--- src/rtl/rob_commit.sv ---
// Reorder buffer: accepts renamed ops, tracks completion, retires up to cwd per cycle in order.
// On a head exception it drains rename, walks youngest-to-oldest emitting rollbacks, then redirects.
package rob_commit_pkg;
  typedef struct packed {
    logic [15:0]     opid;
    logic [4:0]      rda;
    logic [1:0][5:0] prda;  // [0] old mapping, [1] new mapping
  } ren_bundle_t;

  typedef struct packed {
    logic [15:0]     opid;
    logic [4:0]      lrda;
    logic [1:0][5:0] prda;
  } com_bundle_t;

  typedef struct packed {
    logic [15:0] opid;
    logic [7:0]  brid;
    logic        rollback;
  } red_bundle_t;
endpackage

module rob_commit
  import rob_commit_pkg::*;
#(
  parameter int rwd   = 2,
  parameter int cwd   = 2,
  parameter int wbw   = 2,
  parameter int robsz = 16,
  localparam int IW  = $clog2(robsz),
  localparam int CW  = IW + 1,
  localparam int RW  = $bits(ren_bundle_t),
  localparam int CBW = $bits(com_bundle_t),
  localparam int RBW = $bits(red_bundle_t)
) (
  input  logic               clk,
  input  logic               rst,
  input  logic [rwd*RW-1:0]  ren_bundle,
  output logic [rwd-1:0]     rename,
  input  logic [wbw-1:0]     wb_valid,
  input  logic [wbw*IW-1:0]  wb_idx,
  input  logic [wbw-1:0]     wb_exc,
  input  logic               br_valid,
  input  logic [IW-1:0]      br_idx,
  output logic [rwd*IW-1:0]  rob_idx,
  output logic [cwd*CBW-1:0] com_bundle,
  output logic [RBW-1:0]     red_bundle
);

  typedef enum logic [1:0] {RUN, DRAIN, WALK, REDIR} state_t;

  state_t                 state_q, state_d;
  logic [IW-1:0]          head_q, head_d, tail_q, tail_d;
  logic [CW-1:0]          count_q, count_d;
  logic [15:0]            exc_opid_q, exc_opid_d;
  logic [robsz-1:0]       vld_q, vld_d, done_q, done_d, exc_q, exc_d;
  ren_bundle_t [robsz-1:0] ent_q, ent_d;

  ren_bundle_t [rwd-1:0]   ren_s;
  com_bundle_t [cwd-1:0]   com_s;
  red_bundle_t             red_s;
  logic [rwd-1:0][IW-1:0]  rob_idx_s;
  logic [wbw-1:0][IW-1:0]  wb_idx_s;

  logic [IW-1:0] idx, off, br_next, killed;
  logic [CW-1:0] n_acc, n_com, n_walk, free;
  logic          in_order, take, head_exc;

  assign ren_s      = ren_bundle;
  assign wb_idx_s   = wb_idx;
  assign com_bundle = com_s;
  assign red_bundle = red_s;
  assign rob_idx    = rob_idx_s;

  function automatic com_bundle_t to_com(input ren_bundle_t e);
    com_bundle_t c;
    c.opid = e.opid | 16'h8000;
    c.lrda = e.rda;
    c.prda = e.prda;
    return c;
  endfunction

  always_comb begin
    for (int i = 0; i < rwd; i++) rob_idx_s[i] = tail_q + IW'(i);
  end

  always_comb begin
    state_d    = state_q;
    head_d     = head_q;
    tail_d     = tail_q;
    count_d    = count_q;
    exc_opid_d = exc_opid_q;
    vld_d      = vld_q;
    done_d     = done_q;
    exc_d      = exc_q;
    ent_d      = ent_q;
    rename     = '0;
    com_s      = '0;
    red_s      = '0;
    idx        = '0;
    off        = '0;
    n_acc      = '0;
    n_com      = '0;
    n_walk     = '0;
    in_order   = 1'b1;
    take       = 1'b1;
    br_next    = br_idx + IW'(1);
    killed     = tail_q - br_next;
    free       = CW'(robsz) - count_q;
    head_exc   = vld_q[head_q] & done_q[head_q] & exc_q[head_q];

    case (state_q)
      RUN: begin
        for (int k = 0; k < wbw; k++) begin
          if (wb_valid[k] && vld_q[wb_idx_s[k]]) begin
            done_d[wb_idx_s[k]] = 1'b1;
            exc_d[wb_idx_s[k]]  = exc_d[wb_idx_s[k]] | wb_exc[k];
          end
        end
        // done_q is the registered flag, so same-cycle writebacks wait a cycle to retire
        for (int i = 0; i < cwd; i++) begin
          idx      = head_q + IW'(i);
          in_order = in_order & vld_q[idx] & done_q[idx] & ~exc_q[idx];
          if (in_order) begin
            com_s[i]   = to_com(ent_q[idx]);
            vld_d[idx] = 1'b0;
            n_com      = n_com + CW'(1);
          end
        end
        head_d = head_q + IW'(n_com);

        if (head_exc) begin
          exc_opid_d     = ent_q[head_q].opid;
          red_s.rollback = 1'b1;
          state_d        = DRAIN;
        end else if (br_valid) begin
          for (int j = 0; j < robsz; j++) begin
            off = IW'(j) - br_next;
            if (off < killed) vld_d[j] = 1'b0;
          end
          tail_d  = br_next;
          count_d = count_q - n_com - CW'(killed);
        end else begin
          for (int i = 0; i < rwd; i++) begin
            idx  = tail_q + IW'(i);
            take = take & ren_s[i].opid[15] & (CW'(i) < free);
            if (take) begin
              rename[i]   = 1'b1;
              ent_d[idx]  = ren_s[i];
              vld_d[idx]  = 1'b1;
              done_d[idx] = 1'b0;
              exc_d[idx]  = 1'b0;
              n_acc       = n_acc + CW'(1);
            end
          end
          tail_d  = tail_q + IW'(n_acc);
          count_d = count_q + n_acc - n_com;
        end
      end
      DRAIN: begin
        red_s.rollback = 1'b1;
        if (!ren_s[0].opid[15]) state_d = WALK;
      end
      WALK: begin
        red_s.rollback = 1'b1;
        for (int i = 0; i < cwd; i++) begin
          if (CW'(i) < count_q) begin
            idx        = tail_q - IW'(i + 1);
            com_s[i]   = to_com(ent_q[idx]);
            vld_d[idx] = 1'b0;
            n_walk     = n_walk + CW'(1);
          end
        end
        tail_d  = tail_q - IW'(n_walk);
        count_d = count_q - n_walk;
        if (count_d == '0) state_d = REDIR;
      end
      REDIR: begin
        red_s.opid = exc_opid_q | 16'h8000;
        head_d     = tail_q;
        state_d    = RUN;
      end
      default: state_d = RUN;
    endcase
  end

  always_ff @(posedge clk or negedge rst) begin
    if (!rst) begin
      state_q    <= RUN;
      head_q     <= '0;
      tail_q     <= '0;
      count_q    <= '0;
      exc_opid_q <= '0;
      vld_q      <= '0;
      done_q     <= '0;
      exc_q      <= '0;
      ent_q      <= '0;
    end else begin
      state_q    <= state_d;
      head_q     <= head_d;
      tail_q     <= tail_d;
      count_q    <= count_d;
      exc_opid_q <= exc_opid_d;
      vld_q      <= vld_d;
      done_q     <= done_d;
      exc_q      <= exc_d;
      ent_q      <= ent_d;
    end
  end

endmodule

--- config.mk ---
export PLATFORM = sky130hd
export DESIGN_NAME = rob_commit
export DESIGN_NICKNAME = d
export VERILOG_FILES = /design/src/rtl/rob_commit.sv
export SDC_FILE = /design/constraint.sdc
export NUM_CORES = 2
export LEC_CHECK = 0
export CORE_MARGIN = 2
export CORE_UTILIZATION = 59
export DETAILED_ROUTE_END_ITERATION = 10
export MAX_ROUTING_LAYER = met4
export PLACE_DENSITY = 0.78
export SYNTH_ARGS = -nofsm -noshare
export SYNTH_HDL_FRONTEND = slang
export SYNTH_SLANG_ARGS = --single-unit
--- constraint.sdc ---
create_clock -name clk -period 7.1 [get_ports clk]
set_clock_uncertainty 0.15 [all_clocks]
set_input_delay 1.42 -clock clk [delete_from_list [all_inputs] [get_ports clk]]
set_output_delay 1.42 -clock clk [all_outputs]
set_load 0.005 [all_outputs]
# --- Yosys cells after proc, flatten, opt, wreduce, memory -nomap -nowiden ---
# Index checks and enable logic that the tools add are counted.
word_totals:
  in_bits: 85
  regBits: 606
  output_inout_bits: 101
classes:
  add_sub_neg: 34
  order_cmp: 36
  muxes: 150
  eq_ne: 7
  bitwise_logic: 33
  reduce_logical: 19
op_table:
  columns: ["op", "count"]
  rows:
  - ["528-bit 2-to-1 mux", 5]
  - ["528-bit bitwise mux", 2]
  - ["16-bit 2-to-1 mux", 37]
  - ["33-bit binary-select mux with 4-bit select", 4]
  - ["33-bit demux with 4-bit select", 2]
  - ["33-bit 2-to-1 mux", 6]
  - ["66-bit one-hot mux with 2 select lines", 1]
  - ["16-bit AND", 8]
  - ["32-bit 2-to-1 mux", 4]
  - ["16-bit NOT", 6]
  - ["5-bit 2-to-1 mux", 15]
  - ["4-bit less-than comparator", 16]
  - ["16-bit OR", 4]
  - ["1-bit binary-select mux with 4-bit select", 10]
  - ["4-bit by 5-bit less-than comparator with 1-bit output, second input constant", 8]
  - ["1-bit 2-to-1 mux", 40]
  - ["16-bit bitwise mux", 2]
  - ["1-bit demux with 4-bit select", 8]
  - ["4-bit by 1-bit greater-or-equal comparator with 1-bit output, second input constant", 8]
  - ["16-bit one-hot mux with 2 select lines", 1]
  - ["4-bit subtractor, first input constant", 8]
  - ["1-bit by 5-bit less-than comparator with 1-bit output, first input constant", 4]
  - ["4-bit one-hot mux with 2 select lines", 2]
  - ["3-bit by 4-bit subtractor with 4-bit output, first input constant", 4]
  - ["other kinds (30)", 74]

# --- Longest topological paths before layout ---
depth:
  depth_word: 22
  depth_mapped: 24

# --- Worst setup path before layout ---
# OpenSTA, ideal clock, no wires.
synth_path:
  path_kind: "flip-flop to output port"
  from: "register tail_q[1]"
  to: "output port com_bundle[20]"
  arrival_ns: 4.130
  required_time_ns: 5.530
  n_path_buf: 6
  path_stages_with_launch: 13
  setup_slack_ns: 1.400
  cell_sequence: "dfrtp_1 clkbuf_1 clkbuf_1 clkbuf_1 inv_1 ha_1 clkbuf_1 xor2_1 clkbuf_1 buf_1 mux2i_1 nand2_1 a32o_1"
synth_via:
  elab_chain_len: 5
synth_lines:
  columns: ["item", "line", "text"]
  rows:
  - ["start: declaration", "53", "logic [IW-1:0] head_q, head_d, tail_q, tail_d;"]
  - ["start signal: assignment", "201", "tail_q <= tail_d;"]
  - ["4-bit by 1-bit subtractor with 4-bit output", "168", "idx = tail_q - IW'(i + 1);"]
  - ["33-bit binary-select mux with 4-bit select", "169", "com_s[i] = to_com(ent_q[idx]);"]
  - ["32-bit 2-to-1 mux (not written as such)", "169", null]
  - ["33-bit 2-to-1 mux", "167", "if (CW'(i) < count_q) begin"]
  - ["66-bit one-hot mux with 2 select lines", "112", "case (state_q)"]
  - ["end: declaration", "46", "output logic [cwd*CBW-1:0] com_bundle,"]
# Every way passes these cells. The select of a mux whose other input is x is not followed.

# --- Worst setup path after layout ---
layout_path:
  from: "register count_q[4]"
  to: "output port com_bundle[7]"
layout_via:
  elab_chain_len: 3
layout_lines:
  columns: ["item", "line", "text"]
  rows:
  - ["start: declaration", "54", "logic [CW-1:0] count_q, count_d;"]
  - ["start signal: assignment", "202", "count_q <= count_d;"]
  - ["1-bit by 5-bit less-than comparator with 1-bit output", "167", null]
  - ["33-bit 2-to-1 mux", "167", null]
  - ["66-bit one-hot mux with 2 select lines", "112", null]
# Every way passes these cells.

==> flow_summary.ini <==
[run_status]
status = finished, final reports clean

[route]
routed_via_density = 7.63
drt_pass1_iterations = 7
vias = 40900
ant_nets = 0
drc_errors = 0
drtIter0Drc = 6129
routedWlPerCell_um = 31.8
routed_wl_mm = 170

[yosys]
synth_top_area_share_pct = 30.5
yosysSeqAreaShare_pct = 30.5
synthXorXnorAreaFrac_pct = 0.687
ys_warn_count = 0
synth_adder_area_share_pct = 2.39
ys.flop_type = dfrtp_1
synth_top_family_by_area = multiplexers
synth.avg_cell_area_um2 = 11.2
synth-edff-count = 0
yosys.area_share.simple_pct = 8.27
synthArstFlopShare_pct = 100
synth_area_um2 = 48500
synth-compound-area-share_pct = 11.4
synth_area_leaders = dfrtp_1 (30%), mux4_2 (29%), mux2i_1 (12%)
yosys_register_bits = 590
syn_inst = 4346
ys_types = 95
synth_mux_area_share_pct = 41.7
synth.largest_area_cell = dfrtp_1

[cells_and_area]
stdcell_count = 5358
ff_latch_area_um2 = 14800
nets = 4391
post_route_cells_drive_above_1_share_pct = 21.5
area_delta_synth_final_pct = 9.36
multi_input_area_um2 = 31600
fillers = 6035

[grt]
grtUsageTotal_pct = 41.5
grt_max_degree = 157
grt_pass1_vias = 40100
antenna_found_initial = 15
grt_overflow_total = 0
grt_pass1_wl_mm = 256

[sta]
final-hold-violation-count = 0
fin_crit_sh_pct = 98.1
setup_tns_ps = 0
hold_ws_ps = 345
min_period_ps = 6970
setup_viol = 0
fmax_mhz = 144
slew_headroom_pct = 11.4
tightest_slew_ps = 1330
rsz0062_at_grt = no
slew_violations = 0

[clock_network]
cts_buffer_depth = 3
clock_latency_ps = 630
cts_resized = 0
cts.sinks = 590
cts-hold-fix-buffers = 0
cts_tree = done
numCtsBuffers = 70
clkSlewWorstSetupHoldPaths_ps = 60
postCtsSetupRepairBufs = 0
cts_root_buf = clkbuf_16
cts_max_level = 3

[placement]
port_buffers = 177
gp_congestion = 1.00
dp_hpwl_mm = 98.8
dp_cells = 5217

[setup_path]
cp_slowest_cell = nor2_4
path_delay_family = simple AND/OR/NAND/NOR gates
end_kind = output port
reg2reg_depth = 18
required_ps = 5530
setup.worst_path.class = flip-flop to output port
path_cells = inv_1 -> ha_1 -> or3b_4 -> nor2_1 -> nor2_4 -> buf_4 -> a32o_1 -> clkdlybuf4s50_1
critical_path_cell_count = 8
worst_setup_path_start_kind = flip-flop
path_max_fanout = 43
path_buf_inv = 3
crit_arrival_ps = 5400
max_stage_delay_ps = 1100

[floorplan]
dieArea_um2 = 84400
initial_core_util_pct = 59.3
num_rows = 105
pin_count = 186
coreArea_um2 = 81700
die_h_um = 291
die_x_um = 291

[run]
max_cap_violations = 0

[pwr]
ir_drop_mv = 0.476
p_leak_nw = 20.5
power.density_nw_per_um2 = 503

[worst_hold_path]
holdPathStages = 1
hp-class = flip-flop to flip-flop
registers in the layout (all words and copies together), names as in the netlist:
signal	flops
count_q	5
vld_q	16
done_q	16
state_q	2
head_q	4
exc_q	16
tail_q	4
ent_q	512
exc_opid_q	15
power by group:
part / internal (mW) / switching (mW)
sequential: 4.68 / 1.98
clock: 2.20 / 1.56
combinational: 7.89 / 8.37
cells in the final DEF (no fill, tap or decap), types with 75 or more instances in the layout:
master	count
dfrtp_1	584
a21oi_1	255
clkbuf_16	75
inv_1	104
mux2i_1	589
o21ai_0	342
nor2_1	255
nand2_1	469
mux4_2	623
clkdlybuf4s50_1	176
path summary, 6_finish.rpt:
path,from,end,slack (ps)
worst min register to register,done_q[2]$_DFFE_PN0P_,done_q[2]$_DFFE_PN0P_,340
worst max register to register,head_q[0]$_DFFE_PN0P_,count_q[3]$_DFFE_PN0P_,1070
min in group asynchronous,rst,exc_opid_q[13]$_DFFE_PN0P_,650
worst max-delay path,count_q[4]$_DFFE_PN0P_,com_bundle[7],130
worst min-delay path,done_q[2]$_DFFE_PN0P_,done_q[2]$_DFFE_PN0P_,340
max in group asynchronous,rst,head_q[1]$_DFFE_PN0P_,4690
cell families after synthesis:
logic type	Yosys count
compound gates	883
mux	1236
buf+inv	575
xor+xnor	35
fa+ha+maj	87
other cells	1
simple gates	939
flops	590
per-layer routing:
metal / track usage [%] / vias to the layer above / wire length, µm
met1: 52.7 / 20100 / 58400
met3: 16.5 / 752 / 28500
li1: - / 16400 / -
met2: 57.3 / 3695 / 73100
met4: 21.6 / 0 / 10400
met5: - / - / 0
per-stage QoR:
step | setup slack [ps] | cell area [µm²] | util (%) | power, mW
2_1_floorplan | 1400 | 48500 | - | 17.5
3_3_place_gp | 888 | 50600 | 61.9 | 21.9
3_5_place_dp | 842 | 50600 | 61.9 | 22.4
4_1_cts | 436 | 53000 | 64.8 | 26.2
5_1_grt | 31.2 | 53000 | 64.8 | 27.8
6_report | 135 | 53000 | 64.9 | 26.7
synth_stat cells (all sizes together), types with 6 or more instances:
| cell type | instances |
|---|---|
| a32o | 36 |
| a22oi | 15 |
| a21o | 15 |
| a41o | 10 |
| o21ai | 390 |
| o31ai | 7 |
| ha | 78 |
| a2111oi | 19 |
| nand2 | 478 |
| nand2b | 11 |
| mux2i | 590 |
| a21boi | 6 |
| xnor2 | 20 |
| a31oi | 16 |
| inv | 108 |
| mux4 | 623 |
| a41oi | 8 |
| nor3 | 25 |
| fa | 9 |
| o211ai | 11 |
| buf | 229 |
| a211oi | 9 |
| mux2 | 23 |
| o32ai | 8 |
| and2 | 29 |
| nand3 | 65 |
| a211o | 7 |
| o22ai | 7 |
| o311a | 6 |
| nand4 | 14 |
| dfrtp | 590 |
| nor2 | 258 |
| xor2 | 15 |
| and3 | 13 |
| a21oi | 256 |
| clkbuf | 238 |
| o21a | 7 |
| nor2b | 14 |
final cells by class:
cell class	instances	area share, %
repair buffers	260	4.74
multi-input cells	3189	59.6
clock buffers	101	3.95
well taps	1070	2.53
diodes	18	0.0850
flip-flops and latches	590	27.9
inverters	108	0.770
clock inverters	22	0.472
(Power assumes the default switching activity.)
